==> config.mk <==
export PLATFORM = sky130hd
export DESIGN_NAME = pmodals_spi_reader
export DESIGN_NICKNAME = d
export VERILOG_FILES = /design/src/rtl/pmodals_spi_reader.sv
export SDC_FILE = /design/constraint.sdc
export NUM_CORES = 1
export LEC_CHECK = 0
export CORE_ASPECT_RATIO = 1.75
export CORE_UTILIZATION = 45
export DETAILED_ROUTE_END_ITERATION = 8
export PLACE_DENSITY = 0.71
export SLEW_MARGIN = 0
export SYNTH_ARGS = -nofsm -noshare
export SYNTH_HDL_FRONTEND = slang
export SYNTH_SLANG_ARGS = --single-unit
==> constraint.sdc <==
create_clock -name clk_pi -period 2.4 [get_ports clk_pi]
set_clock_uncertainty 0.15 [all_clocks]
set_input_delay 0.48 -clock clk_pi [delete_from_list [all_inputs] [get_ports clk_pi]]
set_output_delay 0.48 -clock clk_pi [all_outputs]
set_load 0.01 [all_outputs]
==> src/rtl/pmodals_spi_reader.sv <==
// SPI master for the PmodALS light sensor: clocks out one 16-bit frame per
// start request and publishes frame[11:4] as the 8-bit light sample.
//
// state   | meaning
// S_IDLE  | CS and SCK high, waiting for start_pi
// S_SETUP | CS low, SCK high, CS-to-first-SCK setup time
// S_XFER  | 16 SCK periods, MISO sampled on each SCK rising edge
// S_QUIET | CS high, mandatory gap before the next conversion
module pmodals_spi_reader #(
  parameter int HALF_PERIOD = 50,
  parameter int CS_SETUP    = 10,
  parameter int QUIET       = 100
) (
  input  logic        clk_pi,
  input  logic        rst_n_pi,
  input  logic        start_pi,
  input  logic        miso_pi,
  output logic        cs_ctrl_po,
  output logic        sck_po,
  output logic        busy_po,
  output logic        valid_po,
  output logic [7:0]  dato_po,
  output logic [15:0] frame_po,
  output logic        err_po
);

  localparam int MAX_A = (HALF_PERIOD > CS_SETUP) ? HALF_PERIOD : CS_SETUP;
  localparam int MAX_V = (MAX_A > QUIET) ? MAX_A : QUIET;
  localparam int CW    = (MAX_V < 2) ? 1 : $clog2(MAX_V + 1);
  // IDLE is entered one edge before busy drops, so the quiet count is QUIET-1 cycles long
  localparam int QLOAD = (QUIET >= 2) ? QUIET - 2 : 0;

  typedef enum logic [1:0] {S_IDLE, S_SETUP, S_XFER, S_QUIET} state_t;

  state_t        state, state_nxt;
  logic [CW-1:0] cnt, cnt_nxt;
  logic [CW-1:0] hcnt, hcnt_nxt;
  logic [3:0]    bit_cnt, bit_nxt;
  logic [15:0]   shreg, shreg_nxt;
  logic          cs_nxt, sck_nxt, valid_nxt, err_nxt;
  logic [7:0]    dato_nxt;
  logic [15:0]   frame_nxt;

  always_comb begin
    state_nxt = state;
    cnt_nxt   = cnt;
    hcnt_nxt  = hcnt;
    bit_nxt   = bit_cnt;
    shreg_nxt = shreg;
    cs_nxt    = cs_ctrl_po;
    sck_nxt   = sck_po;
    valid_nxt = 1'b0;
    dato_nxt  = dato_po;
    frame_nxt = frame_po;
    err_nxt   = err_po;
    case (state)
      S_IDLE: begin
        cs_nxt  = 1'b1;
        sck_nxt = 1'b1;
        if (start_pi) begin
          state_nxt = S_SETUP;
          cnt_nxt   = CW'(CS_SETUP);
        end
      end
      S_SETUP: begin
        cs_nxt = 1'b0;
        if (cnt == '0) begin
          state_nxt = S_XFER;
          sck_nxt   = 1'b0;
          hcnt_nxt  = CW'(HALF_PERIOD - 1);
          bit_nxt   = 4'd0;
        end else begin
          cnt_nxt = cnt - CW'(1);
        end
      end
      S_XFER: begin
        if (hcnt != '0) begin
          hcnt_nxt = hcnt - CW'(1);
        end else if (!sck_po) begin
          sck_nxt   = 1'b1;
          shreg_nxt = {shreg[14:0], miso_pi};
          hcnt_nxt  = CW'(HALF_PERIOD - 1);
        end else if (bit_cnt == 4'd15) begin
          bit_nxt   = bit_cnt + 4'd1;
          cs_nxt    = 1'b1;
          valid_nxt = 1'b1;
          frame_nxt = shreg;
          dato_nxt  = shreg[11:4];
          err_nxt   = (|shreg[15:12]) | (|shreg[3:0]);
          state_nxt = (QUIET == 1) ? S_IDLE : S_QUIET;
          cnt_nxt   = CW'(QLOAD);
        end else begin
          sck_nxt  = 1'b0;
          bit_nxt  = bit_cnt + 4'd1;
          hcnt_nxt = CW'(HALF_PERIOD - 1);
        end
      end
      S_QUIET: begin
        if (cnt == '0) state_nxt = S_IDLE;
        else           cnt_nxt   = cnt - CW'(1);
      end
      default: state_nxt = S_IDLE;
    endcase
  end

  always_ff @(posedge clk_pi or negedge rst_n_pi) begin
    if (!rst_n_pi) begin
      state      <= S_IDLE;
      cnt        <= '0;
      hcnt       <= '0;
      bit_cnt    <= 4'd0;
      shreg      <= 16'h0000;
      cs_ctrl_po <= 1'b1;
      sck_po     <= 1'b1;
      busy_po    <= 1'b0;
      valid_po   <= 1'b0;
      dato_po    <= 8'h00;
      frame_po   <= 16'h0000;
      err_po     <= 1'b0;
    end else begin
      state      <= state_nxt;
      cnt        <= cnt_nxt;
      hcnt       <= hcnt_nxt;
      bit_cnt    <= bit_nxt;
      shreg      <= shreg_nxt;
      cs_ctrl_po <= cs_nxt;
      sck_po     <= sck_nxt;
      busy_po    <= (state != S_IDLE);
      valid_po   <= valid_nxt;
      dato_po    <= dato_nxt;
      frame_po   <= frame_nxt;
      err_po     <= err_nxt;
    end
  end

endmodule

==> impl_metrics.prom, run 1 <==
# TYPE chip_impl_metric gauge
chip_impl_metric{name="grt_pass1_wl",unit="um"} 9540
chip_impl_info{name="root_buffer",value="sky130_fd_sc_hd__clkbuf_8"} 1
chip_impl_metric{name="dr_total_vias",unit=""} 2051
chip_impl_metric{name="worst_hold_slack",unit="ns"} 0.359
chip_impl_metric{name="max-vdd-ir-drop",unit="V"} 0.000741
chip_impl_metric{name="gr-usage-all-layers",unit=""} 0.199
chip_impl_info{name="worst_setup_path_start_kind",value="flop"} 1
chip_impl_metric{name="power.leakage",unit="nW"} 1.60
chip_impl_metric{name="yosys.area.top_type_share",unit=""} 0.491
chip_impl_metric{name="place.gp.congestion",unit=""} 0.825
chip_impl_metric{name="ff2ff_setup_slack",unit="ns"} 0.09
chip_impl_metric{name="remaining_antenna_violation_count",unit=""} 0
chip_impl_metric{name="power_per_cell_area",unit="mW/mm2"} 1060
chip_impl_metric{name="fin_crit",unit="ns"} 2.31
chip_impl_metric{name="critPathRequiredTime",unit="ns"} 2.46
chip_impl_metric{name="synth_nets",unit=""} 254
chip_impl_metric{name="first_pass_iters",unit=""} 4
chip_impl_metric{name="final-max-slew-violation-count",unit=""} 0
chip_impl_metric{name="finalInstanceArea",unit="mm2"} 0.00346
chip_impl_metric{name="cp_slowest_stage_delay",unit="ns"} 0.61
chip_impl_metric{name="nFillCells",unit=""} 559
chip_impl_info{name="critical_path_start",value="hcnt[6]$_DFFE_PN0P_"} 1
chip_impl_metric{name="mapped_area",unit="mm2"} 0.00280
chip_impl_metric{name="timing_worst_slew_pin_value",unit="ns"} 0.584
chip_impl_metric{name="routed_via_density",unit=""} 5.57
chip_impl_metric{name="grt_max_degree",unit=""} 24
chip_impl_metric{name="asyncSetResetFlopFracSynth",unit=""} 1.00
chip_impl_metric{name="grt_pass1_vias",unit=""} 2061
chip_impl_info{name="path_cells",value="or4_4, o31a_1, buf_4, or3_1, mux2i_1"} 1
chip_impl_metric{name="synth-warning-count",unit=""} 0
chip_impl_metric{name="fin_crit_sh",unit=""} 0.964
chip_impl_metric{name="htree_levels",unit=""} 3
chip_impl_metric{name="final_core_density",unit=""} 0.583
chip_impl_metric{name="max_slew_margin",unit=""} 0.607
chip_impl_metric{name="number_of_buffers_inserted_during_clock_tree_synthesis",unit=""} 9
chip_impl_info{name="crit_path_end",value="cnt[1]$_DFFE_PN0P_"} 1
chip_impl_metric{name="count_of_state_elements_after_synthesis",unit=""} 57
chip_impl_metric{name="grt_overflow_total",unit=""} 0
chip_impl_metric{name="clock-sinks",unit=""} 57
chip_impl_metric{name="synth_cell_types",unit=""} 44
chip_impl_metric{name="cts.reportedPaths.clkPinSlew",unit="ns"} 0.07
chip_impl_metric{name="synth_compound_gate_area_share",unit=""} 0.114
chip_impl_metric{name="wl",unit="um"} 5730
chip_impl_metric{name="pre_cts_ws",unit="ns"} 0.0987
chip_impl_metric{name="io_pins",unit=""} 33
chip_impl_metric{name="die_h",unit="um"} 106
chip_impl_metric{name="timing.reg2reg.worst_path_depth",unit=""} 5
chip_impl_metric{name="finalNetCount",unit=""} 298
chip_impl_metric{name="rows",unit=""} 37
chip_impl_metric{name="place_hpwl",unit="um"} 4070
chip_impl_metric{name="hold_viol",unit=""} 0
chip_impl_metric{name="synth-adder-area-share",unit=""} 0.0402
chip_impl_metric{name="chipWidth",unit="um"} 61.7
chip_impl_metric{name="achievable-frequency",unit="GHz"} 0.432
chip_impl_info{name="critical_path.reg2reg.startpoint",value="hcnt[6]$_DFFE_PN0P_"} 1
chip_impl_metric{name="syn_area_per_cell",unit="um2"} 11.6
chip_impl_metric{name="routed_wire_length_per_instance",unit="um"} 15.6
chip_impl_info{name="synth_top_family_by_area",value="multiplexers"} 1
chip_impl_info{name="slowest_stage",value="sky130_fd_sc_hd__or4_4"} 1
chip_impl_metric{name="setup_viol",unit=""} 0
chip_impl_info{name="grt_setup_unrepaired",value="false"} 1
chip_impl_metric{name="maxCapViolations",unit=""} 0
chip_impl_metric{name="synthSimpleGateAreaFrac",unit=""} 0.126
chip_impl_metric{name="count_of_unresolved_drc_violations_after_routing",unit=""} 0
chip_impl_metric{name="synth_edf_count",unit=""} 0
chip_impl_info{name="status",value="complete, no violations"} 1
chip_impl_metric{name="timing.critical_path.arrival",unit="ns"} 2.38
chip_impl_metric{name="layout_stage_area_growth_over_the_synthesis_result",unit="%"} 23.3
chip_impl_metric{name="floorplan.initialDensity",unit=""} 0.473
chip_impl_info{name="synthMostInstantiatedCell",value="sky130_fd_sc_hd__dfrtp_1"} 1
chip_impl_metric{name="buffer_ports.inserted",unit=""} 32
chip_impl_metric{name="clock_path_buffers",unit=""} 2
chip_impl_metric{name="postCtsSetupBuffers",unit=""} 0
chip_impl_info{name="synth.top_cells.by_area",value="sky130_fd_sc_hd__dfrtp_1 (49%), sky130_fd_sc_hd__mux2_2 (14%), sky130_fd_sc_hd__ha_1 (4.0%), sky130_fd_sc_hd__buf_4 (2.4%), sky130_fd_sc_hd__inv_1 (2.0%)"} 1
chip_impl_metric{name="seq_area_frac_synth",unit=""} 0.510
chip_impl_info{name="worst_hold_path_type",value="flop to flop"} 1
chip_impl_info{name="path_type_of_the_worst_setup_path",value="flop to flop"} 1
chip_impl_info{name="r2r-end",value="cnt[1]$_DFFE_PN0P_"} 1
chip_impl_metric{name="post-layout-total-power",unit="mW"} 3.67
chip_impl_metric{name="synth_cells",unit=""} 241
chip_impl_info{name="synthTopCellsByCount",value="sky130_fd_sc_hd__dfrtp_1 (55), sky130_fd_sc_hd__mux2_2 (34), sky130_fd_sc_hd__inv_1 (15), sky130_fd_sc_hd__nor2_1 (14)"} 1
chip_impl_metric{name="multiplexer_share_of_the_synthesized_area",unit=""} 0.145
chip_impl_metric{name="final.setup.worst_slack",unit="ns"} 0.0867
chip_impl_info{name="clock_tree_from_tritoncts",value="done"} 1
chip_impl_metric{name="worstPathMaxFanout",unit=""} 8
chip_impl_info{name="synthFlopType",value="sky130_fd_sc_hd__dfrtp_1"} 1
chip_impl_info{name="crit_path_end_kind",value="flop"} 1
chip_impl_metric{name="fp.dieArea",unit="mm2"} 0.00656
chip_impl_metric{name="core-area",unit="mm2"} 0.00593
chip_impl_metric{name="clock_insertion_delay_worst_skew",unit="ns"} 0.33
chip_impl_info{name="post_synthesis_cell_type_with_the_largest_combined_area",value="sky130_fd_sc_hd__dfrtp_1"} 1
chip_impl_metric{name="num_antenna_cells",unit=""} 0
chip_impl_metric{name="initial_antenna_violation_count",unit=""} 0
chip_impl_metric{name="xor_xnor_fraction_of_synth_area",unit=""} 0
chip_impl_metric{name="placed_area",unit="mm2"} 0.00323
chip_impl_metric{name="drt-initial-drc-count",unit=""} 72
chip_impl_metric{name="post_route_cells_drive_above_1_share",unit=""} 0.262
chip_impl_metric{name="layout.cells.non_filler",unit=""} 368
chip_impl_metric{name="dpl.cell_count",unit=""} 351
chip_impl_metric{name="fin_tns_setup",unit="ns"} 0
routing by layer:
layer / wire length (um) / vias up / GRT usage
met5: 0 / - / 0
met2: 3160 / 65 / 0.343
met3: 204 / 11 / 0.0474
li1: - / 961 / -
met1: 2250 / 1014 / 0.227
met4: 118 / 0 / 0.0810
registers in the layout, indices dropped and copies added (netlist names):
| name | cells |
|---|---|
| valid_po | 1 |
| shreg | 16 |
| cnt | 7 |
| err_po | 1 |
| busy_po | 1 |
| dato_po | 7 |
| hcnt | 7 |
| frame_po | 9 |
| cs_ctrl_po | 1 |
| sck_po | 1 |
| state | 2 |
| bit_cnt | 4 |
cell usage in the layout, fill, tap and decap left out, types with 3 or more instances in the layout:
| cell | synthesis | final |
|---|---|---|
| sky130_fd_sc_hd__a31oi_1 | 7 | 7 |
| sky130_fd_sc_hd__o2bb2ai_1 | 3 | 3 |
| sky130_fd_sc_hd__nor3_1 | 8 | 8 |
| sky130_fd_sc_hd__nand3_1 | 5 | 5 |
| sky130_fd_sc_hd__dfrtp_1 | 55 | 55 |
| sky130_fd_sc_hd__o21ai_0 | 3 | 3 |
| sky130_fd_sc_hd__nor2_1 | 14 | 14 |
| sky130_fd_sc_hd__clkinv_2 | 0 | 3 |
| sky130_fd_sc_hd__ha_1 | 9 | 8 |
| sky130_fd_sc_hd__mux2_2 | 34 | 34 |
| sky130_fd_sc_hd__o31ai_1 | 7 | 7 |
| sky130_fd_sc_hd__clkdlybuf4s50_1 | 0 | 31 |
| sky130_fd_sc_hd__buf_4 | 9 | 15 |
| sky130_fd_sc_hd__inv_1 | 15 | 15 |
| sky130_fd_sc_hd__nand2b_1 | 3 | 3 |
| sky130_fd_sc_hd__nor2b_1 | 3 | 3 |
| sky130_fd_sc_hd__a21oi_1 | 6 | 6 |
| sky130_fd_sc_hd__nand3b_1 | 3 | 3 |
| sky130_fd_sc_hd__clkbuf_8 | 0 | 9 |
| sky130_fd_sc_hd__nand2_1 | 6 | 6 |
| sky130_fd_sc_hd__a311o_1 | 3 | 3 |
| sky130_fd_sc_hd__nor3b_1 | 3 | 3 |
| sky130_fd_sc_hd__nor4_1 | 6 | 5 |
| sky130_fd_sc_hd__and3_1 | 4 | 4 |
logic make-up after synthesis:
kind of cell               count (synthesis)
DFF                                       57
adders and majority gates                  9
muxes                                     36
and+or+nand+nor                           63
AOI/OAI and AO/OA                         45
buffers and inverters                     31
timing repair:
action,CTS,global route
endpoints found under the hold margin,16,0
setup endpoints to repair,0,5
hold buffers,1,0
resized for setup,0,2
critical path, delay by kind of cell, from the launching register on:
kind	cells	cell delay [ns]
buf+inv	1	0.17
simple gates	2	1.00
flops	1	0.41
compound gates	1	0.34
mux	1	0.14
area by class of cell:
class | count | area (um2) | area share
inverter | 15 | 56.3 | 0.0163
timing repair buffer | 49 | 458 | 0.132
clock buffer | 10 | 128 | 0.0369
multi-input combinational | 153 | 1210 | 0.349
sequential | 57 | 1430 | 0.413
clock inverter | 6 | 82.6 | 0.0239
tap | 78 | 97.6 | 0.0282
power by group:
| group | switching [mW] | internal, mW | leakage (nW) |
|---|---|---|---|
| sequential | 0.139 | 1.12 | 0.753 |
| combinational | 0.809 | 0.636 | 0.741 |
| clock | 0.383 | 0.579 | 0.106 |
| total | 1.33 | 2.34 | 1.60 |
worst min-delay path by stage:
stage	endpoint	from	slack, ns	cells after the start
global route	frame_po[3]$_DFFE_PN0P_	frame_po[3]$_DFFE_PN0P_	0.39	1
floorplan	bit_cnt[0]$_DFFE_PN0P_	rst_n_pi	0.03	0
CTS	frame_po[3]$_DFFE_PN0P_	frame_po[3]$_DFFE_PN0P_	0.36	1
detailed placement	valid_po$_DFF_PN0_	rst_n_pi	0.32	1
global placement	valid_po$_DFF_PN0_	rst_n_pi	0.32	1
finish	frame_po[3]$_DFFE_PN0P_	frame_po[3]$_DFFE_PN0P_	0.36	1
Note: power is estimated with default switching activity, not from simulation.
==> run 2: changes to the inputs <==
--- a/config.mk
+++ b/config.mk
@@ -5,10 +5,12 @@
 export SDC_FILE = /design/constraint.sdc
 export NUM_CORES = 1
 export LEC_CHECK = 0
+export CELL_PAD_IN_SITES_DETAIL_PLACEMENT = 0
+export CELL_PAD_IN_SITES_GLOBAL_PLACEMENT = 1
 export CORE_ASPECT_RATIO = 1.75
-export CORE_UTILIZATION = 45
+export CORE_UTILIZATION = 40
 export DETAILED_ROUTE_END_ITERATION = 8
-export PLACE_DENSITY = 0.71
+export PLACE_DENSITY = 0.77
 export SLEW_MARGIN = 0
 export SYNTH_ARGS = -nofsm -noshare
 export SYNTH_HDL_FRONTEND = slang
==> run 2 against run 1 <==
Effect of this change: total power grew 9.6%; clock power increased by 30%; critical endpoint unchanged; final cell count grew 1.6%; via count fell by 0.29%; first-iteration DRC count up 110%; final area grew 2.5%; highest routed layer unchanged; clock-buffer cell count is 3 higher; global-route usage down 1.6 points; hold slack worse by 0.36 ns.
==> impl_metrics.prom, run 2 (same netlist as run 1, synthesis figures left out) <==
# TYPE chip_impl_metric gauge
chip_impl_metric{name="fin_crit",unit="ns"} 2.30
chip_impl_metric{name="die_h",unit="um"} 113
chip_impl_metric{name="clock-sinks",unit=""} 57
chip_impl_metric{name="achievable-frequency",unit="GHz"} 0.435
chip_impl_metric{name="floorplan.initialDensity",unit=""} 0.412
chip_impl_metric{name="comb_power_share",unit=""} 0.379
chip_impl_metric{name="wl",unit="um"} 5990
chip_impl_metric{name="finalNetCount",unit=""} 298
chip_impl_metric{name="layout.cells.non_filler",unit=""} 374
chip_impl_metric{name="nFillCells",unit=""} 612
chip_impl_metric{name="max-vdd-ir-drop",unit="V"} 0.000701
chip_impl_metric{name="maxCapViolations",unit=""} 0
chip_impl_metric{name="clk_pwr_share",unit=""} 0.310
chip_impl_metric{name="finalInstanceArea",unit="mm2"} 0.00354
chip_impl_metric{name="grt_pass1_vias",unit=""} 2100
chip_impl_metric{name="chipWidth",unit="um"} 65.3
chip_impl_metric{name="htree_levels",unit=""} 3
chip_impl_metric{name="worst_hold_slack",unit="ns"} 0.000531
chip_impl_metric{name="timing_worst_slew_pin_value",unit="ns"} 0.587
chip_impl_metric{name="post_cts_hold_fix_bufs",unit=""} 0
chip_impl_info{name="status",value="complete, no violations"} 1
chip_impl_metric{name="clock_path_buffers",unit=""} 2
chip_impl_metric{name="setup_viol",unit=""} 0
chip_impl_metric{name="power_per_cell_area",unit="mW/mm2"} 1130
chip_impl_metric{name="buffer_ports.inserted",unit=""} 32
chip_impl_metric{name="grt_overflow_total",unit=""} 0
chip_impl_metric{name="io_pins",unit=""} 33
chip_impl_metric{name="power.leakage",unit="nW"} 1.64
chip_impl_metric{name="remaining_antenna_violation_count",unit=""} 0
chip_impl_metric{name="power.share.sequential",unit=""} 0.311
chip_impl_metric{name="dr_total_vias",unit=""} 2045
chip_impl_info{name="reg_top3",value="shreg (16), frame_po (9)"} 1
chip_impl_metric{name="number_of_buffers_inserted_during_clock_tree_synthesis",unit=""} 9
chip_impl_info{name="root_buffer",value="sky130_fd_sc_hd__clkbuf_16"} 1
chip_impl_metric{name="final-max-slew-violation-count",unit=""} 0
chip_impl_info{name="regMostFlops",value="shreg"} 1
chip_impl_metric{name="power.switching",unit="mW"} 1.40
chip_impl_metric{name="count_of_unresolved_drc_violations_after_routing",unit=""} 0
chip_impl_metric{name="cts.reportedPaths.clkPinSlew",unit="ns"} 0.05
chip_impl_metric{name="critPathRequiredTime",unit="ns"} 2.46
chip_impl_metric{name="power.internal",unit="mW"} 2.62
chip_impl_metric{name="fin_crit_sh",unit=""} 0.957
chip_impl_info{name="layout_commonest_cell",value="sky130_fd_sc_hd__dfrtp_1"} 1
chip_impl_metric{name="grt_max_degree",unit=""} 58
chip_impl_metric{name="final.setup.worst_slack",unit="ns"} 0.103
chip_impl_metric{name="num_antenna_cells",unit=""} 0
chip_impl_metric{name="routed_via_density",unit=""} 5.47
chip_impl_metric{name="routed_wire_length_per_instance",unit="um"} 16.0
chip_impl_metric{name="drt-initial-drc-count",unit=""} 152
chip_impl_info{name="clock_tree_from_tritoncts",value="done"} 1
chip_impl_info{name="grt_setup_unrepaired",value="false"} 1
chip_impl_metric{name="max_slew_margin",unit=""} 0.605
chip_impl_metric{name="pre_cts_ws",unit="ns"} 0.00140
chip_impl_metric{name="fp.dieArea",unit="mm2"} 0.00736
chip_impl_metric{name="place.gp.congestion",unit=""} 0.842
chip_impl_metric{name="p_sw_frac",unit=""} 0.348
chip_impl_metric{name="placed_area",unit="mm2"} 0.00324
chip_impl_info{name="most-common-layout-cells",value="sky130_fd_sc_hd__dfrtp_1 (55), sky130_fd_sc_hd__mux2_2 (34), sky130_fd_sc_hd__clkdlybuf4s50_1 (31), sky130_fd_sc_hd__buf_4 (16), sky130_fd_sc_hd__inv_1 (15)"} 1
chip_impl_metric{name="largest_register_ffs",unit=""} 16
chip_impl_info{name="crit_path_end_kind",value="flop"} 1
chip_impl_info{name="worst_hold_path_type",value="input pin to async pin"} 1
chip_impl_info{name="worst_setup_path_start_kind",value="flop"} 1
chip_impl_metric{name="first_pass_iters",unit=""} 4
chip_impl_metric{name="clock_insertion_delay_worst_skew",unit="ns"} 0.33
chip_impl_metric{name="timing.reg2reg.worst_path_depth",unit=""} 5
chip_impl_metric{name="hold_viol",unit=""} 0
chip_impl_info{name="path_type_of_the_worst_setup_path",value="flop to flop"} 1
chip_impl_metric{name="fin_tns_setup",unit="ns"} 0
chip_impl_metric{name="gr-usage-all-layers",unit=""} 0.184
chip_impl_metric{name="rows",unit=""} 40
chip_impl_metric{name="post_route_cells_drive_above_1_share",unit=""} 0.259
chip_impl_metric{name="place_hpwl",unit="um"} 4320
chip_impl_metric{name="dpl.cell_count",unit=""} 357
chip_impl_metric{name="worstPathMaxFanout",unit=""} 8
chip_impl_metric{name="initial_antenna_violation_count",unit=""} 0
chip_impl_metric{name="timing.critical_path.arrival",unit="ns"} 2.36
chip_impl_metric{name="layout_stage_area_growth_over_the_synthesis_result",unit="%"} 26.4
chip_impl_metric{name="grt_pass1_wl",unit="um"} 9930
chip_impl_metric{name="core-area",unit="mm2"} 0.00681
[run 2: cell count changes in the layout (fill, tap and decap cells not counted)]
cell | before | now
sky130_fd_sc_hd__clkbuf_16 | 0 | 9
sky130_fd_sc_hd__bufinv_16 | 2 | 1
sky130_fd_sc_hd__clkbuf_1 | 1 | 3
sky130_fd_sc_hd__or3b_2 | 1 | 0
sky130_fd_sc_hd__clkinvlp_4 | 1 | 0
sky130_fd_sc_hd__clkinv_2 | 3 | 2
sky130_fd_sc_hd__buf_4 | 15 | 16
sky130_fd_sc_hd__or3b_4 | 0 | 1
sky130_fd_sc_hd__clkbuf_8 | 9 | 1
sky130_fd_sc_hd__dlygate4sd3_1 | 1 | 0
[run 2: path summary, 6_finish.rpt]
kind / startpoint / endpoint / slack, ns
min in group clk_pi: frame_po[2]$_DFFE_PN0P_ / frame_po[2]$_DFFE_PN0P_ / 0.36
worst max register to register: hcnt[6]$_DFFE_PN0P_ / cnt[1]$_DFFE_PN0P_ / 0.10
worst min register to register: frame_po[2]$_DFFE_PN0P_ / frame_po[2]$_DFFE_PN0P_ / 0.36
worst max-delay path: hcnt[6]$_DFFE_PN0P_ / cnt[1]$_DFFE_PN0P_ / 0.10
max in group asynchronous: rst_n_pi / cs_ctrl_po$_DFFE_PN1P_ / 1.80
worst min-delay path: rst_n_pi / hcnt[4]$_DFFE_PN0P_ / 0.0005
[run 2: area by class of cell]
class	instances	area [um2]	share of cell area
clock buffers	13	250	0.0706
inverters	15	56.3	0.0159
repair buffers	49	455	0.128
clock inverters	3	40.0	0.0113
well taps	84	105	0.0297
flip-flops and latches	57	1430	0.403
multi-input cells	153	1210	0.341
[run 2: timing repair]
action,4_1_cts,5_1_grt
buffers inserted,0,1
gates resized for setup,1,2
endpoints found under the setup margin,1,3
[run 2: power groups by stage]
stage | sequential [mW] | clock [mW] | combinational (mW)
2_1_floorplan | 1.26 | 0 | 0.904
3_3_place_gp | 1.26 | 0 | 1.45
3_5_place_dp | 1.26 | 0 | 1.48
4_1_cts | 1.25 | 1.27 | 1.49
5_1_grt | 1.27 | 1.30 | 1.67
6_report | 1.25 | 1.25 | 1.52
[run 2: worst max-delay path, cell delays in order (launching register included)]
cell and delay, ns:
sky130_fd_sc_hd__dfrtp_1 0.40, sky130_fd_sc_hd__or4_4 0.60, sky130_fd_sc_hd__o31a_1 0.34, sky130_fd_sc_hd__buf_4 0.17
sky130_fd_sc_hd__or3_1 0.39, sky130_fd_sc_hd__mux2i_1 0.13
[run 2: through the flow]
| step | util | power, mW |
|---|---|---|
| 2_1_floorplan | - | 2.17 |
| 3_3_place_gp | 0.476 | 2.71 |
| 3_5_place_dp | 0.476 | 2.74 |
| 4_1_cts | 0.519 | 4.00 |
| 5_1_grt | 0.521 | 4.25 |
| 6_report | 0.521 | 4.02 |
[run 2: layer usage]
layer | GRT usage | wire (um)
met5 | 0 | 0
met4 | 0.116 | 187
met3 | 0.0454 | 219
met2 | 0.322 | 3260
met1 | 0.189 | 2330
==> run 3: changes to the inputs <==
--- a/config.mk
+++ b/config.mk
@@ -5,12 +5,13 @@
 export SDC_FILE = /design/constraint.sdc
 export NUM_CORES = 1
 export LEC_CHECK = 0
-export CELL_PAD_IN_SITES_DETAIL_PLACEMENT = 0
+export CELL_PAD_IN_SITES_DETAIL_PLACEMENT = 1
 export CELL_PAD_IN_SITES_GLOBAL_PLACEMENT = 1
 export CORE_ASPECT_RATIO = 1.75
+export CORE_MARGIN = 4
 export CORE_UTILIZATION = 40
 export DETAILED_ROUTE_END_ITERATION = 8
-export PLACE_DENSITY = 0.77
+export PLACE_DENSITY_LB_ADDON = 0.1
 export SLEW_MARGIN = 0
 export SYNTH_ARGS = -nofsm -noshare
 export SYNTH_HDL_FRONTEND = slang
==> run 3 against run 2 <==
Effect of this change: sequential power about the same; non-clock buffer count up 4; via count decreased by 0.24%; sequential share of layout area shrank 0.70 points; clock power grew 6%; register-to-register slack got worse by 0.04 ns; first-iteration DRC count is 31% lower; largest cell class unchanged.
==> impl_metrics.prom, run 3 (same netlist as run 1, synthesis figures left out) <==
# TYPE chip_impl_metric gauge
chip_impl_info{name="clock_tree_from_tritoncts",value="done"} 1
chip_impl_metric{name="power.leakage",unit="nW"} 1.68
chip_impl_metric{name="clock_path_buffers",unit=""} 2
chip_impl_metric{name="grt_max_degree",unit=""} 58
chip_impl_metric{name="final-max-slew-violation-count",unit=""} 0
chip_impl_metric{name="timing.reg2reg.worst_path_depth",unit=""} 4
chip_impl_metric{name="timing.critical_path.arrival",unit="ns"} 2.39
chip_impl_metric{name="routed_wire_length_per_instance",unit="um"} 16.8
chip_impl_metric{name="fin_crit",unit="ns"} 2.33
chip_impl_metric{name="fin_tns_setup",unit="ns"} 0
chip_impl_metric{name="place_hpwl",unit="um"} 4500
chip_impl_metric{name="clock-sinks",unit=""} 57
chip_impl_info{name="most-common-layout-cells",value="sky130_fd_sc_hd__dfrtp_1 (55), sky130_fd_sc_hd__mux2_2 (34), sky130_fd_sc_hd__clkdlybuf4s50_1 (31), sky130_fd_sc_hd__buf_4 (18), sky130_fd_sc_hd__inv_1 (15)"} 1
chip_impl_metric{name="buffer_ports.inserted",unit=""} 32
chip_impl_metric{name="largest_register_ffs",unit=""} 16
chip_impl_metric{name="num_antenna_cells",unit=""} 0
chip_impl_metric{name="grt_pass1_vias",unit=""} 2233
chip_impl_metric{name="post_route_cells_drive_above_1_share",unit=""} 0.270
chip_impl_metric{name="count_of_unresolved_drc_violations_after_routing",unit=""} 0
chip_impl_metric{name="rows",unit=""} 40
chip_impl_metric{name="nFillCells",unit=""} 729
chip_impl_metric{name="first_pass_iters",unit=""} 4
chip_impl_metric{name="achievable-frequency",unit="GHz"} 0.429
chip_impl_metric{name="place.gp.congestion",unit=""} 0.817
chip_impl_metric{name="routed_via_density",unit=""} 5.41
chip_impl_metric{name="fp.dieArea",unit="mm2"} 0.00847
chip_impl_metric{name="timing_worst_slew_pin_value",unit="ns"} 0.618
chip_impl_metric{name="finalInstanceArea",unit="mm2"} 0.00361
chip_impl_metric{name="dr_total_vias",unit=""} 2040
chip_impl_metric{name="fin_crit_sh",unit=""} 0.972
chip_impl_metric{name="placed_area",unit="mm2"} 0.00329
chip_impl_info{name="worst_hold_path_type",value="input pin to async pin"} 1
chip_impl_metric{name="wl",unit="um"} 6320
chip_impl_metric{name="floorplan.initialDensity",unit=""} 0.409
chip_impl_info{name="layout_commonest_cell",value="sky130_fd_sc_hd__dfrtp_1"} 1
chip_impl_info{name="crit_path_end_kind",value="flop"} 1
chip_impl_metric{name="hold_viol",unit=""} 0
chip_impl_info{name="grt_setup_unrepaired",value="false"} 1
chip_impl_metric{name="maxCapViolations",unit=""} 0
chip_impl_info{name="status",value="complete, no violations"} 1
chip_impl_metric{name="worst_hold_slack",unit="ns"} 0.00509
chip_impl_info{name="root_buffer",value="sky130_fd_sc_hd__clkbuf_16"} 1
chip_impl_metric{name="number_of_buffers_inserted_during_clock_tree_synthesis",unit=""} 9
chip_impl_metric{name="worstPathMaxFanout",unit=""} 8
chip_impl_info{name="reg_top3",value="shreg (16), frame_po (9)"} 1
chip_impl_metric{name="grt_pass1_wl",unit="um"} 11000
chip_impl_metric{name="grt_overflow_total",unit=""} 0
chip_impl_metric{name="die_h",unit="um"} 119
chip_impl_info{name="worst_setup_path_start_kind",value="flop"} 1
chip_impl_metric{name="layout_stage_area_growth_over_the_synthesis_result",unit="%"} 28.6
chip_impl_metric{name="setup_viol",unit=""} 0
chip_impl_metric{name="power_per_cell_area",unit="mW/mm2"} 1140
chip_impl_metric{name="clock_insertion_delay_worst_skew",unit="ns"} 0.33
chip_impl_metric{name="core-area",unit="mm2"} 0.00686
chip_impl_metric{name="io_pins",unit=""} 33
chip_impl_metric{name="htree_levels",unit=""} 3
chip_impl_metric{name="max-vdd-ir-drop",unit="V"} 0.000800
chip_impl_metric{name="finalNetCount",unit=""} 302
chip_impl_metric{name="drt-initial-drc-count",unit=""} 105
chip_impl_metric{name="critPathRequiredTime",unit="ns"} 2.46
chip_impl_info{name="regMostFlops",value="shreg"} 1
chip_impl_metric{name="remaining_antenna_violation_count",unit=""} 0
chip_impl_metric{name="max_slew_margin",unit=""} 0.584
chip_impl_metric{name="chipWidth",unit="um"} 71.3
chip_impl_metric{name="initial_antenna_violation_count",unit=""} 0
chip_impl_info{name="path_type_of_the_worst_setup_path",value="flop to flop"} 1
chip_impl_metric{name="gr-usage-all-layers",unit=""} 0.166
chip_impl_metric{name="post-layout-total-power",unit="mW"} 4.11
chip_impl_metric{name="cts.reportedPaths.clkPinSlew",unit="ns"} 0.05
==> run 3: timing repair <==
item,4_1_cts,5_1_grt
hold endpoints to repair,0,0
hold buffers,0,0
endpoints found under the setup margin,0,17
buffers inserted,0,0
resized for setup,0,1
==> run 3: through the flow <==
step	setup WS (ns)	instances	utilization
after global routing	0.00232	377	0.526
after detailed placement	0.0654	362	0.480
after global placement	0.0815	362	0.480
after CTS	0.0428	377	0.526
final	0.0663	377	0.526
after floorplan	0.00325	241	-
==> run 3: final timing paths <==
check                                              from                       to  slack (ns)
min in group clk_pi             frame_po[2]$_DFFE_PN0P_  frame_po[2]$_DFFE_PN0P_        0.36
max in group asynchronous                      rst_n_pi       sck_po$_DFFE_PN1P_        1.80
worst max register to register      hcnt[5]$_DFFE_PN0P_      hcnt[1]$_DFFE_PN0P_        0.07
worst min register to register  frame_po[2]$_DFFE_PN0P_  frame_po[2]$_DFFE_PN0P_        0.36
worst min-delay path                           rst_n_pi   dato_po[0]$_DFFE_PN0P_       0.005
worst max-delay path                hcnt[5]$_DFFE_PN0P_      hcnt[1]$_DFFE_PN0P_        0.07
==> run 3: routing by layer <==
layer  track usage  part of all wire  vias up
li1              -                 -      967
met1         0.191              0.41     1031
met3        0.0357             0.030       10
met2         0.279              0.54       32
met5             0                 0        -
met4        0.0882             0.026        0
==> run 3: final cells by class <==
type | count | area (um2) | share of cell area
repair buffers | 53 | 502 | 0.139
clock inverters | 2 | 35.0 | 0.00971
well taps | 84 | 105 | 0.0291
inverters | 15 | 56.3 | 0.0156
flip-flops and latches | 57 | 1430 | 0.396
clock buffers | 13 | 280 | 0.0777
multi-input cells | 153 | 1200 | 0.333
==> run 3: power breakdown <==
group	internal [mW]	total (mW)	switching, mW
clock	0.907	1.32	0.414
sequential	1.12	1.25	0.122
combinational	0.696	1.54	0.845
==> run 3: worst max-delay path, stage by stage (launching register included) <==
cell                       delay (ns)
sky130_fd_sc_hd__dfrtp_1         0.41
sky130_fd_sc_hd__or4_4           0.59
sky130_fd_sc_hd__nor4_2          0.39
sky130_fd_sc_hd__nand3b_1        0.31
sky130_fd_sc_hd__mux2_2          0.37
